$ cat config.mk
export PLATFORM = sky130hd
export DESIGN_NAME = wash_program_ctrl_flat
export DESIGN_NICKNAME = d
export VERILOG_FILES = /design/src/rtl/wash_program_ctrl_pkg.sv /design/src/rtl/wash_program_ctrl_if.sv /design/src/rtl/wash_program_ctrl_phase_timer.sv /design/src/rtl/wash_program_ctrl.sv /design/src/flat_wrapper.sv
export SDC_FILE = /design/constraint.sdc
export NUM_CORES = 1
export LEC_CHECK = 0
export CAP_MARGIN = 20
export CORE_MARGIN = 3
export CORE_UTILIZATION = 63
export DETAILED_ROUTE_END_ITERATION = 8
export GPL_TIMING_DRIVEN = 0
export PLACE_DENSITY = 0.86
export SYNTH_ARGS = -nofsm -noshare
export SYNTH_HDL_FRONTEND = slang
export SYNTH_HIERARCHICAL = 1
export SYNTH_SLANG_ARGS = --single-unit
$ cat constraint.sdc
create_clock -name clk -period 6.64 [get_ports clk]
set_input_delay 0.664 -clock clk [delete_from_list [all_inputs] [get_ports clk]]
set_output_delay 0.664 -clock clk [all_outputs]
set_load 0.01 [all_outputs]
$ cat src/rtl/wash_program_ctrl_pkg.sv
// Shared types and constants for the wash programme sequencer.
package wash_program_ctrl_pkg;

    // Phase encoding is also the value shown on the display port.
    typedef enum logic [3:0] {
        StIdle   = 4'd0,
        StFill   = 4'd1,
        StWash   = 4'd2,
        StDrain  = 4'd3,
        StRfill  = 4'd4,
        StRinse  = 4'd5,
        StRdrain = 4'd6,
        StSpin   = 4'd7,
        StDone   = 4'd8,
        StAbortd = 4'd9,
        StFault  = 4'd10
    } state_e;

    typedef enum logic [1:0] {
        ProgNormal    = 2'd0,
        ProgQuick     = 2'd1,
        ProgHeavy     = 2'd2,
        ProgNormalAlt = 2'd3
    } prog_e;

    localparam int unsigned RinsesStd   = 1;
    localparam int unsigned RinsesHeavy = 2;

    // Wash length scales with the programme: quick halves it, heavy doubles it.
    function automatic int unsigned wash_ticks(prog_e prog, int unsigned wash_t);
        case (prog)
            ProgQuick: return wash_t >> 1;
            ProgHeavy: return wash_t << 1;
            default:   return wash_t;
        endcase
    endfunction

    // States in which pause and abort are honoured.
    function automatic logic is_run(state_e s);
        return s inside {StFill, StWash, StDrain, StRfill, StRinse, StRdrain, StSpin};
    endfunction

endpackage

$ cat src/rtl/wash_program_ctrl_if.sv
// Front panel, level sensors and actuator drives of one drum.
interface wash_program_ctrl_if;
    logic       start;
    logic [1:0] prog_sel;
    logic       pause;
    logic       abort;
    logic       door_closed;
    logic       level_full;
    logic       level_empty;
    logic       fill_valve;
    logic       drain_pump;
    logic       motor_wash;
    logic       motor_spin;
    logic       door_lock;
    logic       done;
    logic       fault;
    logic [3:0] phase;

    modport master (
        output start, prog_sel, pause, abort, door_closed, level_full, level_empty,
        input  fill_valve, drain_pump, motor_wash, motor_spin, door_lock, done, fault, phase
    );

    modport slave (
        input  start, prog_sel, pause, abort, door_closed, level_full, level_empty,
        output fill_valve, drain_pump, motor_wash, motor_spin, door_lock, done, fault, phase
    );
endinterface

$ cat src/rtl/wash_program_ctrl_phase_timer.sv
// Tick prescaler plus phase down-counter shared by all timed phases.
module wash_program_ctrl_phase_timer #(
    parameter int unsigned TICK_DIV = 1000,
    parameter int unsigned TW       = 8
) (
    input  logic          clk,
    input  logic          reset,
    input  logic          load,
    input  logic          hold,
    input  logic [TW-1:0] load_val,
    output logic          zero
);
    localparam int unsigned PW = (TICK_DIV > 1) ? $clog2(TICK_DIV) : 1;

    logic [PW-1:0] pre_q;
    logic [TW-1:0] cnt_q;
    logic          tick;

    assign tick = !hold && (pre_q == PW'(TICK_DIV - 1));
    // High on the tick that takes the count to zero, so a phase of N ticks
    // leaves exactly N*TICK_DIV cycles after its entry edge.
    assign zero = tick && (cnt_q <= TW'(1));

    // Prescaler and counter restart on load, freeze on hold.
    always_ff @(posedge clk or posedge reset) begin
        if (reset) begin
            pre_q <= '0;
            cnt_q <= '0;
        end else if (load) begin
            pre_q <= '0;
            cnt_q <= load_val;
        end else if (!hold) begin
            if (tick) begin
                pre_q <= '0;
                if (cnt_q != '0) begin
                    cnt_q <= cnt_q - TW'(1);
                end
            end else begin
                pre_q <= pre_q + PW'(1);
            end
        end
    end
endmodule

$ cat src/rtl/wash_program_ctrl.sv
// Programme sequencer for one drum: fill, wash, drain, rinse(s), spin, done.
module wash_program_ctrl #(
    parameter int unsigned TICK_DIV = 1000,
    parameter int unsigned WASH_T   = 8,
    parameter int unsigned RINSE_T  = 4,
    parameter int unsigned SPIN_T   = 6,
    parameter int unsigned FILL_TO  = 10,
    parameter int unsigned DRAIN_TO = 10,
    parameter int unsigned TW       = 8
) (
    input logic                clk,
    input logic                reset,
    wash_program_ctrl_if.slave bus
);
    import wash_program_ctrl_pkg::*;

    state_e        state_q, state_d;
    prog_e         prog_q;
    logic [1:0]    rinse_q;
    logic          pause_q, pause_d;
    logic          run, locked, tmr_zero, tmr_load;
    logic [TW-1:0] tmr_val;
    logic          fill_valve_q, drain_pump_q, motor_wash_q, motor_spin_q;
    logic          door_lock_q, done_q, fault_q;

    assign run      = is_run(state_q);
    assign locked   = run || (state_q == StAbortd);
    assign pause_d  = bus.pause && is_run(state_d);
    assign tmr_load = (state_d != state_q);

    // Next state, in priority order: door, abort, timeout, pause, normal flow.
    always_comb begin
        state_d = state_q;
        if (locked && !bus.door_closed) begin
            state_d = StFault;
        end else if (run && bus.abort) begin
            state_d = StAbortd;
        end else if (tmr_zero &&
                     (state_q inside {StFill, StRfill, StDrain, StRdrain, StAbortd})) begin
            state_d = StFault;
        end else if (!pause_q) begin
            case (state_q)
                StIdle:   if (bus.start && bus.door_closed) state_d = StFill;
                StFill:   if (bus.level_full) state_d = StWash;
                StWash:   if (tmr_zero) state_d = StDrain;
                StDrain:  if (bus.level_empty) state_d = StRfill;
                StRfill:  if (bus.level_full) state_d = StRinse;
                StRinse:  if (tmr_zero) state_d = StRdrain;
                StRdrain: if (bus.level_empty) state_d = (rinse_q > 2'd1) ? StRfill : StSpin;
                StSpin:   if (tmr_zero) state_d = StDone;
                StDone:   state_d = StIdle;
                StAbortd: if (bus.level_empty) state_d = StIdle;
                StFault:  if (bus.abort && bus.level_empty) state_d = StIdle;
                default:  state_d = StIdle;
            endcase
        end
    end

    // Duration or sensor timeout loaded on entry to the next state.
    always_comb begin
        tmr_val = '0;
        case (state_d)
            StFill, StRfill:            tmr_val = TW'(FILL_TO);
            StDrain, StRdrain, StAbortd: tmr_val = TW'(DRAIN_TO);
            StWash:                     tmr_val = TW'(wash_ticks(prog_q, WASH_T));
            StRinse:                    tmr_val = TW'(RINSE_T);
            StSpin:                     tmr_val = TW'(SPIN_T);
            default:                    tmr_val = '0;
        endcase
    end

    wash_program_ctrl_phase_timer #(
        .TICK_DIV (TICK_DIV),
        .TW       (TW)
    ) u_phase_timer (
        .clk      (clk),
        .reset    (reset),
        .load     (tmr_load),
        .hold     (pause_q),
        .load_val (tmr_val),
        .zero     (tmr_zero)
    );

    // State, programme latch, rinse counter and registered Moore outputs.
    always_ff @(posedge clk or posedge reset) begin
        if (reset) begin
            state_q      <= StIdle;
            prog_q       <= ProgNormal;
            rinse_q      <= '0;
            pause_q      <= 1'b0;
            fill_valve_q <= 1'b0;
            drain_pump_q <= 1'b0;
            motor_wash_q <= 1'b0;
            motor_spin_q <= 1'b0;
            door_lock_q  <= 1'b0;
            done_q       <= 1'b0;
            fault_q      <= 1'b0;
        end else begin
            state_q <= state_d;
            pause_q <= pause_d;
            if (state_q == StIdle && state_d == StFill) begin
                prog_q  <= prog_e'(bus.prog_sel);
                rinse_q <= (prog_e'(bus.prog_sel) == ProgHeavy) ? 2'(RinsesHeavy)
                                                                 : 2'(RinsesStd);
            end else if (state_q == StRdrain && (state_d inside {StRfill, StSpin})) begin
                rinse_q <= rinse_q - 2'd1;
            end
            fill_valve_q <= (state_d inside {StFill, StRfill}) && !pause_d;
            drain_pump_q <= ((state_d inside {StDrain, StRdrain, StSpin}) && !pause_d) ||
                            (state_d == StAbortd);
            motor_wash_q <= (state_d inside {StWash, StRinse}) && !pause_d;
            motor_spin_q <= (state_d == StSpin) && !pause_d;
            door_lock_q  <= !(state_d inside {StIdle, StDone, StFault});
            done_q       <= (state_d == StDone);
            fault_q      <= (state_d == StFault);
        end
    end

    assign bus.fill_valve = fill_valve_q;
    assign bus.drain_pump = drain_pump_q;
    assign bus.motor_wash = motor_wash_q;
    assign bus.motor_spin = motor_spin_q;
    assign bus.door_lock  = door_lock_q;
    assign bus.done       = done_q;
    assign bus.fault      = fault_q;
    assign bus.phase      = state_q;
endmodule

$ cat src/flat_wrapper.sv
// flat-port wrapper written by rule: the top's interface ports become plain ports
module wash_program_ctrl_flat import wash_program_ctrl_pkg::*;
#(
    parameter int unsigned TICK_DIV = 1000,
    parameter int unsigned WASH_T   = 8,
    parameter int unsigned RINSE_T  = 4,
    parameter int unsigned SPIN_T   = 6,
    parameter int unsigned FILL_TO  = 10,
    parameter int unsigned DRAIN_TO = 10,
    parameter int unsigned TW       = 8
)
  (clk, reset, bus_start, bus_prog_sel, bus_pause, bus_abort, bus_door_closed, bus_level_full, bus_level_empty, bus_fill_valve, bus_drain_pump, bus_motor_wash, bus_motor_spin, bus_door_lock, bus_done, bus_fault, bus_phase);
  wash_program_ctrl_if bus_i ();
  input logic clk;
  input logic reset;
  input wire logic [$bits(bus_i.start)-1:0] bus_start;
  input wire logic [$bits(bus_i.prog_sel)-1:0] bus_prog_sel;
  input wire logic [$bits(bus_i.pause)-1:0] bus_pause;
  input wire logic [$bits(bus_i.abort)-1:0] bus_abort;
  input wire logic [$bits(bus_i.door_closed)-1:0] bus_door_closed;
  input wire logic [$bits(bus_i.level_full)-1:0] bus_level_full;
  input wire logic [$bits(bus_i.level_empty)-1:0] bus_level_empty;
  output wire logic [$bits(bus_i.fill_valve)-1:0] bus_fill_valve;
  output wire logic [$bits(bus_i.drain_pump)-1:0] bus_drain_pump;
  output wire logic [$bits(bus_i.motor_wash)-1:0] bus_motor_wash;
  output wire logic [$bits(bus_i.motor_spin)-1:0] bus_motor_spin;
  output wire logic [$bits(bus_i.door_lock)-1:0] bus_door_lock;
  output wire logic [$bits(bus_i.done)-1:0] bus_done;
  output wire logic [$bits(bus_i.fault)-1:0] bus_fault;
  output wire logic [$bits(bus_i.phase)-1:0] bus_phase;
  assign bus_i.start = bus_start;
  assign bus_i.prog_sel = bus_prog_sel;
  assign bus_i.pause = bus_pause;
  assign bus_i.abort = bus_abort;
  assign bus_i.door_closed = bus_door_closed;
  assign bus_i.level_full = bus_level_full;
  assign bus_i.level_empty = bus_level_empty;
  assign bus_fill_valve = bus_i.fill_valve;
  assign bus_drain_pump = bus_i.drain_pump;
  assign bus_motor_wash = bus_i.motor_wash;
  assign bus_motor_spin = bus_i.motor_spin;
  assign bus_door_lock = bus_i.door_lock;
  assign bus_done = bus_i.done;
  assign bus_fault = bus_i.fault;
  assign bus_phase = bus_i.phase;
  wash_program_ctrl #(.TICK_DIV(TICK_DIV), .WASH_T(WASH_T), .RINSE_T(RINSE_T), .SPIN_T(SPIN_T), .FILL_TO(FILL_TO), .DRAIN_TO(DRAIN_TO), .TW(TW)) u_core (.clk(clk), .reset(reset), .bus(bus_i));
endmodule
==> results.toml <==
[clocking]
cts_hold_buffers = 0
cts_made_buffers = 5
clock-root-buffer = "clkbuf_8"
tritoncts = "done"
cts_clock_pin_slew_for_the_worst_setup_and_hold_paths_ns = 0.07
cts.repair.resized = 0
htree_num_levels = 2
cts_setup_buffers = 0
clockBufferDepth = 2
clock_latency_ns = 0.28
cts.sinks = 34

[routing]
met3_wirelength_um = 313
avgViaCountPerCell = 6.19
drt-total-wl_um = 5300
iter_0_drt_violations = 174
route.top_layer_used = "met4"
average_wire_per_cell_in_the_routed_design_um = 15.4
wl_met1_um = 2600
antenna_left = 0
detailedRoute.firstPassIterationCount = 4
drt_drc_violations_left = 0
sum_of_met2_wire_segment_lengths_after_detailed_routing_um = 2370
num_vias = 2123

[power_and_ir_drop]
totalPowerFinal_uw = 1210
power.static_leakage_uw = 0.00117
power_density_nw_per_um2 = 428
power.ir.vdd_worst_v = 0.000279

[global_route]
antenna_violations_before_repair = 0
grt_overflow = 0
grt_first_pass_wirelength_um = 8660
gr-usage-all-layers_pct = 24.6
vias_in_the_first_global_route = 1845
grt_start_max_net_pins = 19

[yosys]
syn_avg_cell_area_um2 = 9.36
synth_warnings = 6
postSynthRegisterBits = 34
yosysMostFrequentCell = "dfrtp_1"
yosys-top-cells-area = "dfrtp_1 34%, ha_1 3.0%, nor2_1 3.0%"
netlist_area_um2 = 2470
synth_cells = 264
synth_edf_count = 0
post_synth_most_frequent_cells = "34 x dfrtp_1, 20 x nor2_1, 17 x nand2_1, 14 x inv_1, 12 x nand3_1"
part_of_the_yosys_area_used_for_sequential_elements_pct = 34.4
post-synth-top-area-fraction_pct = 34.4
postSynth.topFlopCell = "dfrtp_1"
netlist.top_cell.by_area = "dfrtp_1"
asyncSetResetFlopFracSynth_pct = 100
synth.lib_cells_used.distinct = 79

[critical_path]
crit_path_top_delay_cell = "a222oi_1"
critical_path.endpoint_type = "register"
startpoint_type = "register"
worstPathArrival_ns = 4.51
crit_path_max_incr_delay_ns = 0.63
r2r_cells = 16
worst_ep_required_time_ns = 6.81
reg2reg_slack_ns = 2.30
worstReg2RegStart = "u_core/u_phase_timer/cnt_q[0]"
critical_path_class = "reg -> reg"
worstPathMaxFanout = 10
endpoint_of_the_worst_register_to_register_path = "u_core/u_phase_timer/pre_q[7]"
path_cells = "inv_1 -> ha_1 -> clkbuf_1 -> o211ai_1 -> nor2_1 -> a21bo_2 -> a222oi_1 -> and3b_1 -> buf_6 -> nor2_1 -> xnor2_1 -> nand3_1 -> inv_1 -> clkbuf_1 -> o2111ai_1 -> o41ai_1"

[timing]
max_freq_mhz = 230
final.setup_skew_ns = 0.00575
finalSetupViolCount = 0
timing.final.hold_violations = 0
share_of_the_clock_period_used_by_the_worst_path_after_layout_pct = 65.3
final-max-slew-violation-count = 0
fin_setup_tns_ns = 0
timing.final.crit_period_ns = 4.34
max_slew.worst_pin.slew_ns = 0.814
slew_headroom_pct = 45.8
finalHoldWorstSlack_ns = 0.549
unrepaired_setup_endpoints_after_global_routing = "no"
worst_slack_ns = 2.30

[worst_hold_path]
holdPathStages = 1
whs_endpoint = "u_core/u_phase_timer/pre_q[7]"
hold_start = "u_core/u_phase_timer/pre_q[7]"
hold_class = "reg -> reg"

[floorplanning]
std_cell_rows = 22
initial_core_util_pct = 66.5
design.die.area_um2 = 4710
floorplan.die.height_um = 68.6
die-width_um = 68.6
floorplan.core_area_um2 = 3720
top_level_ports = 21

[layout]
syn2layout_area_growth_pct = 14.7
num-fill-cells = 271
n_antenna_cell = 0
post_route_cells_drive_above_1_share_pct = 12.9
design.final.nets = 310

[placed_design]
dp_hpwl_um = 3930
post_place_setup_slack_ns = 2.35
gpl.final_weighted_congestion = 0.960
port_buffers = 20

[job]
maxCapViolCount = 0

[outcome]
result_of_the_run = "completed"
==> per-layer routing <==
metal | global-route usage (%) | up-vias
met5 | 0 | -
met4 | 5.96 | 0
met3 | 6.16 | 2
met2 | 35.6 | 61
met1 | 36.6 | 1017
li1 | - | 1043
==> cells in the final DEF, fill, tap and decap left out, types with 6 or more instances in the layout <==
cell type / n
a21oi_1: 8
a31oi_1: 6
clkbuf_8: 6
clkdlybuf4s50_1: 20
dfrtp_1: 34
ha_1: 6
inv_1: 14
nand2_1: 17
nand3_1: 12
nor2_1: 20
o21ai_0: 8
or3_1: 6
xnor2_1: 6
xor2_1: 7
==> worst max path at each step <==
| stage | from | end | slack, ns | depth (start not counted) |
|---|---|---|---|---|
| finish | u_core/u_phase_timer/cnt_q[0] | u_core/u_phase_timer/pre_q[7] | 2.30 | 16 |
| global route | u_core/u_phase_timer/cnt_q[0] | u_core/u_phase_timer/pre_q[7] | 1.94 | 16 |
| CTS | u_core/u_phase_timer/cnt_q[0] | u_core/u_phase_timer/cnt_q[5] | 2.32 | 16 |
| detailed placement | u_core/u_phase_timer/cnt_q[0] | u_core/u_phase_timer/pre_q[7] | 2.35 | 16 |
| global placement | u_core/u_phase_timer/cnt_q[0] | u_core/u_phase_timer/cnt_q[4] | 2.40 | 16 |
| floorplan | u_core/u_phase_timer/cnt_q[0] | u_core/u_phase_timer/pre_q[8] | 3.12 | 16 |
==> state kept, by name (all words and copies together), names as in the netlist <==
signal                      flops
u_core/prog_q                   2
u_core/bus.fault                1
u_core/bus.door_lock            1
u_core/pause_q                  1
u_core/u_phase_timer/cnt_q      8
u_core/rinse_q                  2
u_core/bus.drain_pump           1
u_core/bus.phase                4
u_core/bus.motor_spin           1
u_core/bus.fill_valve           1
u_core/bus.done                 1
u_core/bus.motor_wash           1
u_core/u_phase_timer/pre_q     10
==> report_power, final <==
group          total [µW]  internal [µW]  switching [µW]
registers             335            273            61.9
clock network         156           83.6            72.4
logic                 723            309             414
total                1210            665             548
==> critical path: cells and delay by family, from the launching register on <==
family	cells	cell delay (ns)
compound gates	5	1.33
simple gates	4	1.08
buf+inv	5	1.10
xor+xnor	1	0.14
flops	1	0.44
fa+ha+maj	1	0.14
==> logic make-up after synthesis <==
group                    share of synthesized area [%]
buffers and inverters                             5.87
AO/OA/AOI/OAI                                     21.4
adder cells (fa/ha/maj)                           3.04
multiplexers                                     0.861
other                                            0.152
flip-flops                                        34.4
AND/OR/NAND/NOR                                   29.6
XOR/XNOR                                          4.61
==> through the flow <==
step / util (%) / std cells / instance area, µm²
3_3_place_gp: 73.8 / 335 / 2740
6_report: 76.3 / 343 / 2830
2_1_floorplan: - / 267 / 2480
3_5_place_dp: 73.8 / 335 / 2740
5_1_grt: 76.3 / 343 / 2830
4_1_cts: 76.3 / 343 / 2830
==> layout make-up <==
type / count / area [µm²] / area share [%]
Sequential cell: 34 / 851 / 30.0
Clock buffer: 7 / 86.3 / 3.05
Clock inverter: 1 / 5.00 / 0.177
Buffer: 13 / 92.6 / 3.27
Timing Repair Buffer: 20 / 200 / 7.06
Inverter: 14 / 52.6 / 1.85
Tap cell: 48 / 60.1 / 2.12
Multi-Input combinational cell: 206 / 1490 / 52.5
Power figures use the tool's default switching activity.
